===== config.mk =====
export PLATFORM = sky130hd
export DESIGN_NAME = pe_seq_ctrl
export DESIGN_NICKNAME = d
export VERILOG_FILES = /design/src/rtl/pe_ctrl_pkg.sv /design/src/rtl/pe_seq_ctrl.sv
export SDC_FILE = /design/constraint.sdc
export NUM_CORES = 1
export LEC_CHECK = 0
export CORE_MARGIN = 2
export CORE_UTILIZATION = 47
export CTS_CLUSTER_DIAMETER = 120
export CTS_CLUSTER_SIZE = 12
export DETAILED_ROUTE_END_ITERATION = 7
export PLACE_DENSITY_LB_ADDON = 0.3
export SETUP_SLACK_MARGIN = 0.02
export SLEW_MARGIN = 30
export SYNTH_ARGS = -nofsm -noshare
export SYNTH_HDL_FRONTEND = slang
export SYNTH_SLANG_ARGS = --single-unit

===== constraint.sdc =====
create_clock -name clk -period 3.8 [get_ports clk]
set_input_delay 0.57 -clock clk [delete_from_list [all_inputs] [get_ports clk]]
set_output_delay 0.57 -clock clk [all_outputs]
set_load 0.01 [all_outputs]

===== src/rtl/pe_ctrl_pkg.sv =====
// Shared types for the PE sequencer: FSM states, error codes and the PE micro-op bundle.
package pe_ctrl_pkg;

    localparam int unsigned XLEN = 16;

    typedef enum logic [2:0] {
        StIdle,
        StMac,
        StRelu,
        StWaitOut,
        StResp,
        StAbort,
        StFlush
    } state_e;

    localparam logic [1:0] ErrNone    = 2'd0;
    localparam logic [1:0] ErrNumMac  = 2'd1;
    localparam logic [1:0] ErrIllegal = 2'd2;
    localparam logic [1:0] ErrTimeout = 2'd3;

    typedef struct packed {
        logic in_valid;
        logic flush;
        logic out_en;
        logic calc_bias;
        logic calc_relu;
    } uop_t;

    localparam uop_t UopNop = '0;

endpackage


===== src/rtl/pe_seq_ctrl.sv =====
// Per-pixel command sequencer for one PE: streams operand pairs, issues bias/relu/out_en/flush
// micro-ops, returns the PE result over valid/ready, and aborts on PE errors or output timeout.
module pe_seq_ctrl
    import pe_ctrl_pkg::*;
#(
    parameter int unsigned CNT_W       = 8,
    parameter int unsigned OUT_TIMEOUT = 8
) (
    input  logic                   clk,
    input  logic                   rst,
    input  logic                   cmd_valid,
    output logic                   cmd_ready,
    input  logic [CNT_W-1:0]       cmd_num_mac,
    input  logic                   cmd_bias,
    input  logic                   cmd_relu,
    input  logic                   op_valid,
    output logic                   op_ready,
    input  logic signed [XLEN-1:0] op_x,
    input  logic signed [XLEN-1:0] op_w,
    output logic                   pe_in_valid,
    output logic                   pe_flush,
    output logic                   pe_out_en,
    output logic                   pe_calc_bias,
    output logic                   pe_calc_relu,
    output logic signed [XLEN-1:0] pe_x,
    output logic signed [XLEN-1:0] pe_weight,
    input  logic signed [XLEN-1:0] pe_result,
    input  logic                   pe_out_valid,
    input  logic                   pe_illegal,
    output logic                   res_valid,
    input  logic                   res_ready,
    output logic signed [XLEN-1:0] res_data,
    output logic                   busy,
    output logic                   err,
    output logic [1:0]             err_code
);

    localparam int unsigned TO_W = $clog2(OUT_TIMEOUT + 1);

    state_e                 state_q, state_d;
    logic [CNT_W-1:0]       remaining_q, remaining_d;
    logic                   bias_q, bias_d;
    logic                   relu_q, relu_d;
    logic [TO_W-1:0]        to_cnt_q, to_cnt_d;
    uop_t                   uop_q, uop_d;
    logic signed [XLEN-1:0] x_q, x_d;
    logic signed [XLEN-1:0] w_q, w_d;
    logic signed [XLEN-1:0] res_data_q, res_data_d;
    logic                   err_q, err_d;
    logic [1:0]             err_code_q, err_code_d;
    logic                   cmd_ready_q, op_ready_q, busy_q, res_valid_q;
    logic                   op_fire;

    assign op_fire = (state_q == StMac) && op_valid && op_ready_q;

    always_comb begin
        state_d     = state_q;
        remaining_d = remaining_q;
        bias_d      = bias_q;
        relu_d      = relu_q;
        to_cnt_d    = to_cnt_q;
        uop_d       = UopNop;
        x_d         = x_q;
        w_d         = w_q;
        res_data_d  = res_data_q;
        err_d       = err_q;
        err_code_d  = err_code_q;

        case (state_q)
            StIdle: begin
                if (cmd_valid) begin
                    err_d       = 1'b0;
                    err_code_d  = ErrNone;
                    bias_d      = cmd_bias;
                    relu_d      = cmd_relu;
                    remaining_d = cmd_num_mac;
                    if (cmd_num_mac == '0) begin
                        err_d      = 1'b1;
                        err_code_d = ErrNumMac;
                        state_d    = StFlush;
                    end else begin
                        state_d = StMac;
                    end
                end
            end
            StMac: begin
                if (op_fire) begin
                    uop_d.in_valid = 1'b1;
                    x_d            = op_x;
                    w_d            = op_w;
                    remaining_d    = remaining_q - CNT_W'(1);
                    if (remaining_q == CNT_W'(1)) begin
                        // Bias rides on the last MAC; out_en moves to the relu cycle if present.
                        uop_d.calc_bias = bias_q;
                        uop_d.out_en    = !relu_q;
                        to_cnt_d        = '0;
                        state_d         = relu_q ? StRelu : StWaitOut;
                    end
                end
            end
            StRelu: begin
                uop_d.calc_relu = 1'b1;
                uop_d.out_en    = 1'b1;
                to_cnt_d        = '0;
                state_d         = StWaitOut;
            end
            StWaitOut: begin
                if (pe_out_valid) begin
                    res_data_d = pe_result;
                    state_d    = StResp;
                end else if (to_cnt_q == TO_W'(OUT_TIMEOUT - 1)) begin
                    err_d      = 1'b1;
                    err_code_d = ErrTimeout;
                    state_d    = StAbort;
                end else begin
                    to_cnt_d = to_cnt_q + TO_W'(1);
                end
            end
            StResp: begin
                if (res_ready) begin
                    state_d = StFlush;
                end
            end
            StAbort: state_d = StFlush;
            StFlush: state_d = StIdle;
            default: state_d = StIdle;
        endcase

        // A PE fault overrides any progress this cycle; the consumed operand is dropped.
        if (pe_illegal && (state_q inside {StMac, StRelu, StWaitOut, StResp}) && !err_q) begin
            err_d      = 1'b1;
            err_code_d = ErrIllegal;
            uop_d      = UopNop;
            state_d    = StAbort;
        end

        if (state_d == StFlush) begin
            uop_d       = UopNop;
            uop_d.flush = 1'b1;
        end
    end

    always_ff @(posedge clk) begin
        if (rst) begin
            state_q     <= StIdle;
            remaining_q <= '0;
            bias_q      <= 1'b0;
            relu_q      <= 1'b0;
            to_cnt_q    <= '0;
            uop_q       <= UopNop;
            x_q         <= '0;
            w_q         <= '0;
            res_data_q  <= '0;
            err_q       <= 1'b0;
            err_code_q  <= ErrNone;
            cmd_ready_q <= 1'b1;
            op_ready_q  <= 1'b0;
            busy_q      <= 1'b0;
            res_valid_q <= 1'b0;
        end else begin
            state_q     <= state_d;
            remaining_q <= remaining_d;
            bias_q      <= bias_d;
            relu_q      <= relu_d;
            to_cnt_q    <= to_cnt_d;
            uop_q       <= uop_d;
            x_q         <= x_d;
            w_q         <= w_d;
            res_data_q  <= res_data_d;
            err_q       <= err_d;
            err_code_q  <= err_code_d;
            cmd_ready_q <= (state_d == StIdle);
            op_ready_q  <= (state_d == StMac);
            busy_q      <= (state_d != StIdle);
            res_valid_q <= (state_d == StResp);
        end
    end

    assign cmd_ready    = cmd_ready_q;
    assign op_ready     = op_ready_q;
    assign pe_in_valid  = uop_q.in_valid;
    assign pe_flush     = uop_q.flush;
    assign pe_out_en    = uop_q.out_en;
    assign pe_calc_bias = uop_q.calc_bias;
    assign pe_calc_relu = uop_q.calc_relu;
    assign pe_x         = x_q;
    assign pe_weight    = w_q;
    assign res_valid    = res_valid_q;
    assign res_data     = res_data_q;
    assign busy         = busy_q;
    assign err          = err_q;
    assign err_code     = err_code_q;

endmodule

==> out/results.ini <==
[clocking]
cts_tree=done
cts_setup_buffers=0
cts_buffer_depth=2
htree_levels=3
hold_buffers=0
tritoncts.num_buffers=9
cts.sinks=77
cts_resized=0
cts_root_buffer=clkbuf_8
clk_latency_ps=350
clkTransAtPathRegs_ps=80

[floorplan]
die_x_microns=87.1
dieArea_sq_um=7590
die_h_microns=87.1
ios=125
placementRows=30
design.core.area_sq_um=6760
initial_core_util_pct=48.1

[power_and_ir_drop]
p_clk_share_pct=26.8
p_sw_mw=0.811
comb_power_share_pct=31.3
vdd_ir_drop_max_mv=0.226
p_int_mw=1.65
switching_share_pct=33.0
p_leak_nw=1.57
powerDensity_nw_per_um2=530
p_seq_share_pct=41.9

[run]
drv_cap=0

[setup_path]
crit_chain=nor3b_4, nand4_2, o2111ai_1, nor3b_1
worstSetupStartpointType=flop
arrival_ps=2630
cp-end-kind=flop
cp_slowest_cell=dfxtp_1
max_stage_delay_ps=710
crit_required_ps=4060
crit_type=flop to flop
critical_path.max_fanout=19

[synthesis]
ys_seq_area_share_pct=47.4
synthesis.area_sq_um=3250
synth_area_per_cell_sq_um=8.55
synth-async-reset-ratio_pct=0
synth-warning-count=0
synth_edf_count=0
synth_fp_nets=448
synthFlopType=dfxtp_1
synth.ff_latch_count=77
synthCells=380
synth.distinct_cells=58

[routing]
wirelength_microns=8250
ant_nets=0
firstDrtPassIters=4
detail_route.iter0.violations=156
num_vias=3064
drc_errors=0
avgViaCountPerCell=5.34
wl_per_cell_microns=14.4

[sta]
finalCriticalPeriod_ps=2360
fmax_mhz=423
slew_headroom_pct=58.2
finalSetupViolCount=0
clock_skew_ps=10.4
hold_ws_ps=445
hold_viol_final=0
post-route-period-util_pct=62.2
setup_tns_ps=0
rsz0062_at_grt=no
worstMarginPinSlew_ps=627
slew_violations=0

[final_layout]
syn_to_final_growth_pct=42.6
postLayoutCoreUtil_pct=68.6
nets=558
num_antenna_cells=0
layout-drive-gt1-share_pct=7.09

[outcome]
status=finished, final reports clean

[placed_design]
place_congestion=0.884
port-buffer-count=124
place_hpwl_microns=5610

[grt]
grt_max_degree=37
antenna_found_initial=0
grt_pass1_vias=2869
grt.total_usage_pct=22.2
grt_pass1_wl_microns=13400
grt-ovfl-total=0

[min_path]
holdCritPathClass=flop to flop

-- per-layer routing --
metal  global-route usage [%]  up-vias  share of wire [%]
li1                         -     1529                  -
met1                     29.0     1413                 43
met2                     33.6      110                 47
met3                     7.49       12                8.5
met4                     9.51        0                1.8
met5                        0        -                  0
-- kinds of logic after synthesis --
| group | Yosys count | synth area share (%) |
|---|---|---|
| simple gates | 172 | 27.1 |
| compound gates | 97 | 18.3 |
| buf+inv | 30 | 5.66 |
| fa+ha+maj | 3 | 1.16 |
| flops | 77 | 47.4 |
| mux | 1 | 0.347 |
-- flip-flops by register name, summed over array words and instances, names as in the netlist, 2 cells and up --
name,cells
pe_x,16
to_cnt_q,4
remaining_q,8
res_data,16
state_q,3
err_code,2
pe_weight,16
-- stage by stage --
step	power, mW	instance area [sq um]	std cells	setup slack, ps
detailed placement	1.81	4430	559	1380
global placement	1.79	4430	559	1410
CTS	2.47	4630	574	1430
finish	2.46	4630	574	1440
floorplan	1.58	3250	380	2070
global route	2.59	4630	574	1240
-- worst max-delay path: cells and delay by family, from the launching register on --
kind,cells,cell delay (ps)
AND/OR/NAND/NOR,3,1240
flip-flops,1,710
AO/OA/AOI/OAI,1,340
-- cell usage in the layout (no fill, tap or decap), types with 3 or more instances in the layout --
master | synthesis | layout
clkdlybuf4s50_1 | 0 | 123
nand2_1 | 108 | 108
dfxtp_1 | 77 | 77
a21oi_1 | 63 | 63
nor2_1 | 11 | 11
clkbuf_8 | 0 | 9
nand3_1 | 8 | 8
o21ai_0 | 8 | 8
nor3_1 | 7 | 7
inv_1 | 3 | 3
nor2b_1 | 3 | 3
nor4_1 | 3 | 3
nand2b_1 | 3 | 3
nor4b_2 | 3 | 3
nor3b_1 | 3 | 3
ha_1 | 3 | 3
-- final cells by class --
type                       count  area (sq um)
clock buffer                  11           131
clock inverter                 4          73.8
fill                         559          2120
inverter                       3          11.3
multi-input combinational    273          1520
sequential                    77          1540
tap                           80           100
timing repair buffer         126          1250
-- synthesized netlist by cell type (2+ instances only) --
library cell / n / area share, %
a211oi_2: 2 / 0.77
and3_1: 2 / 0.38
o21ai_0: 8 / 1.2
inv_1: 3 / 0.35
nor2_1: 11 / 1.3
a221oi_2: 2 / 0.92
and2_1: 2 / 0.38
nor4_1: 3 / 0.58
a21oi_2: 2 / 0.54
nand2_1: 108 / 12
clkbuf_1: 14 / 1.6
nand3_1: 8 / 1.2
a21o_1: 2 / 0.46
ha_1: 3 / 1.2
o211ai_1: 2 / 0.46
nor2b_1: 3 / 0.58
nor3b_1: 3 / 0.69
and2_0: 2 / 0.38
a41oi_1: 2 / 0.54
dfxtp_1: 77 / 47
buf_6: 6 / 2.1
a21oi_1: 63 / 9.7
nand2b_1: 3 / 0.58
nor3_1: 7 / 1.1
o21ai_1: 2 / 0.31
nor4b_2: 3 / 1.4
a31oi_1: 2 / 0.38
buf_2: 4 / 0.62
nand4b_1: 2 / 0.54
-- path summary, 6_finish.rpt --
| check | from | to | slack (ps) | depth (start not counted) |
|---|---|---|---|---|
| setup / recovery | state_q[0] | pe_flush | 1440 | 4 |
| hold / removal | bias_q | pe_calc_bias | 440 | 2 |
| setup reg to reg | state_q[0] | pe_flush | 1440 | 4 |
| hold reg to reg | bias_q | pe_calc_bias | 440 | 2 |
-- power groups by stage --
| stage | clock (mW) | sequential, mW | combinational, mW |
|---|---|---|---|
| after floorplan | 0 | 1.01 | 0.573 |
| after detailed placement | 0 | 1.04 | 0.763 |
| after global routing | 0.697 | 1.05 | 0.846 |
| after global placement | 0 | 1.04 | 0.750 |
| after CTS | 0.669 | 1.03 | 0.773 |
| final | 0.658 | 1.03 | 0.770 |
No activity file was read; power rests on OpenSTA's default activity.
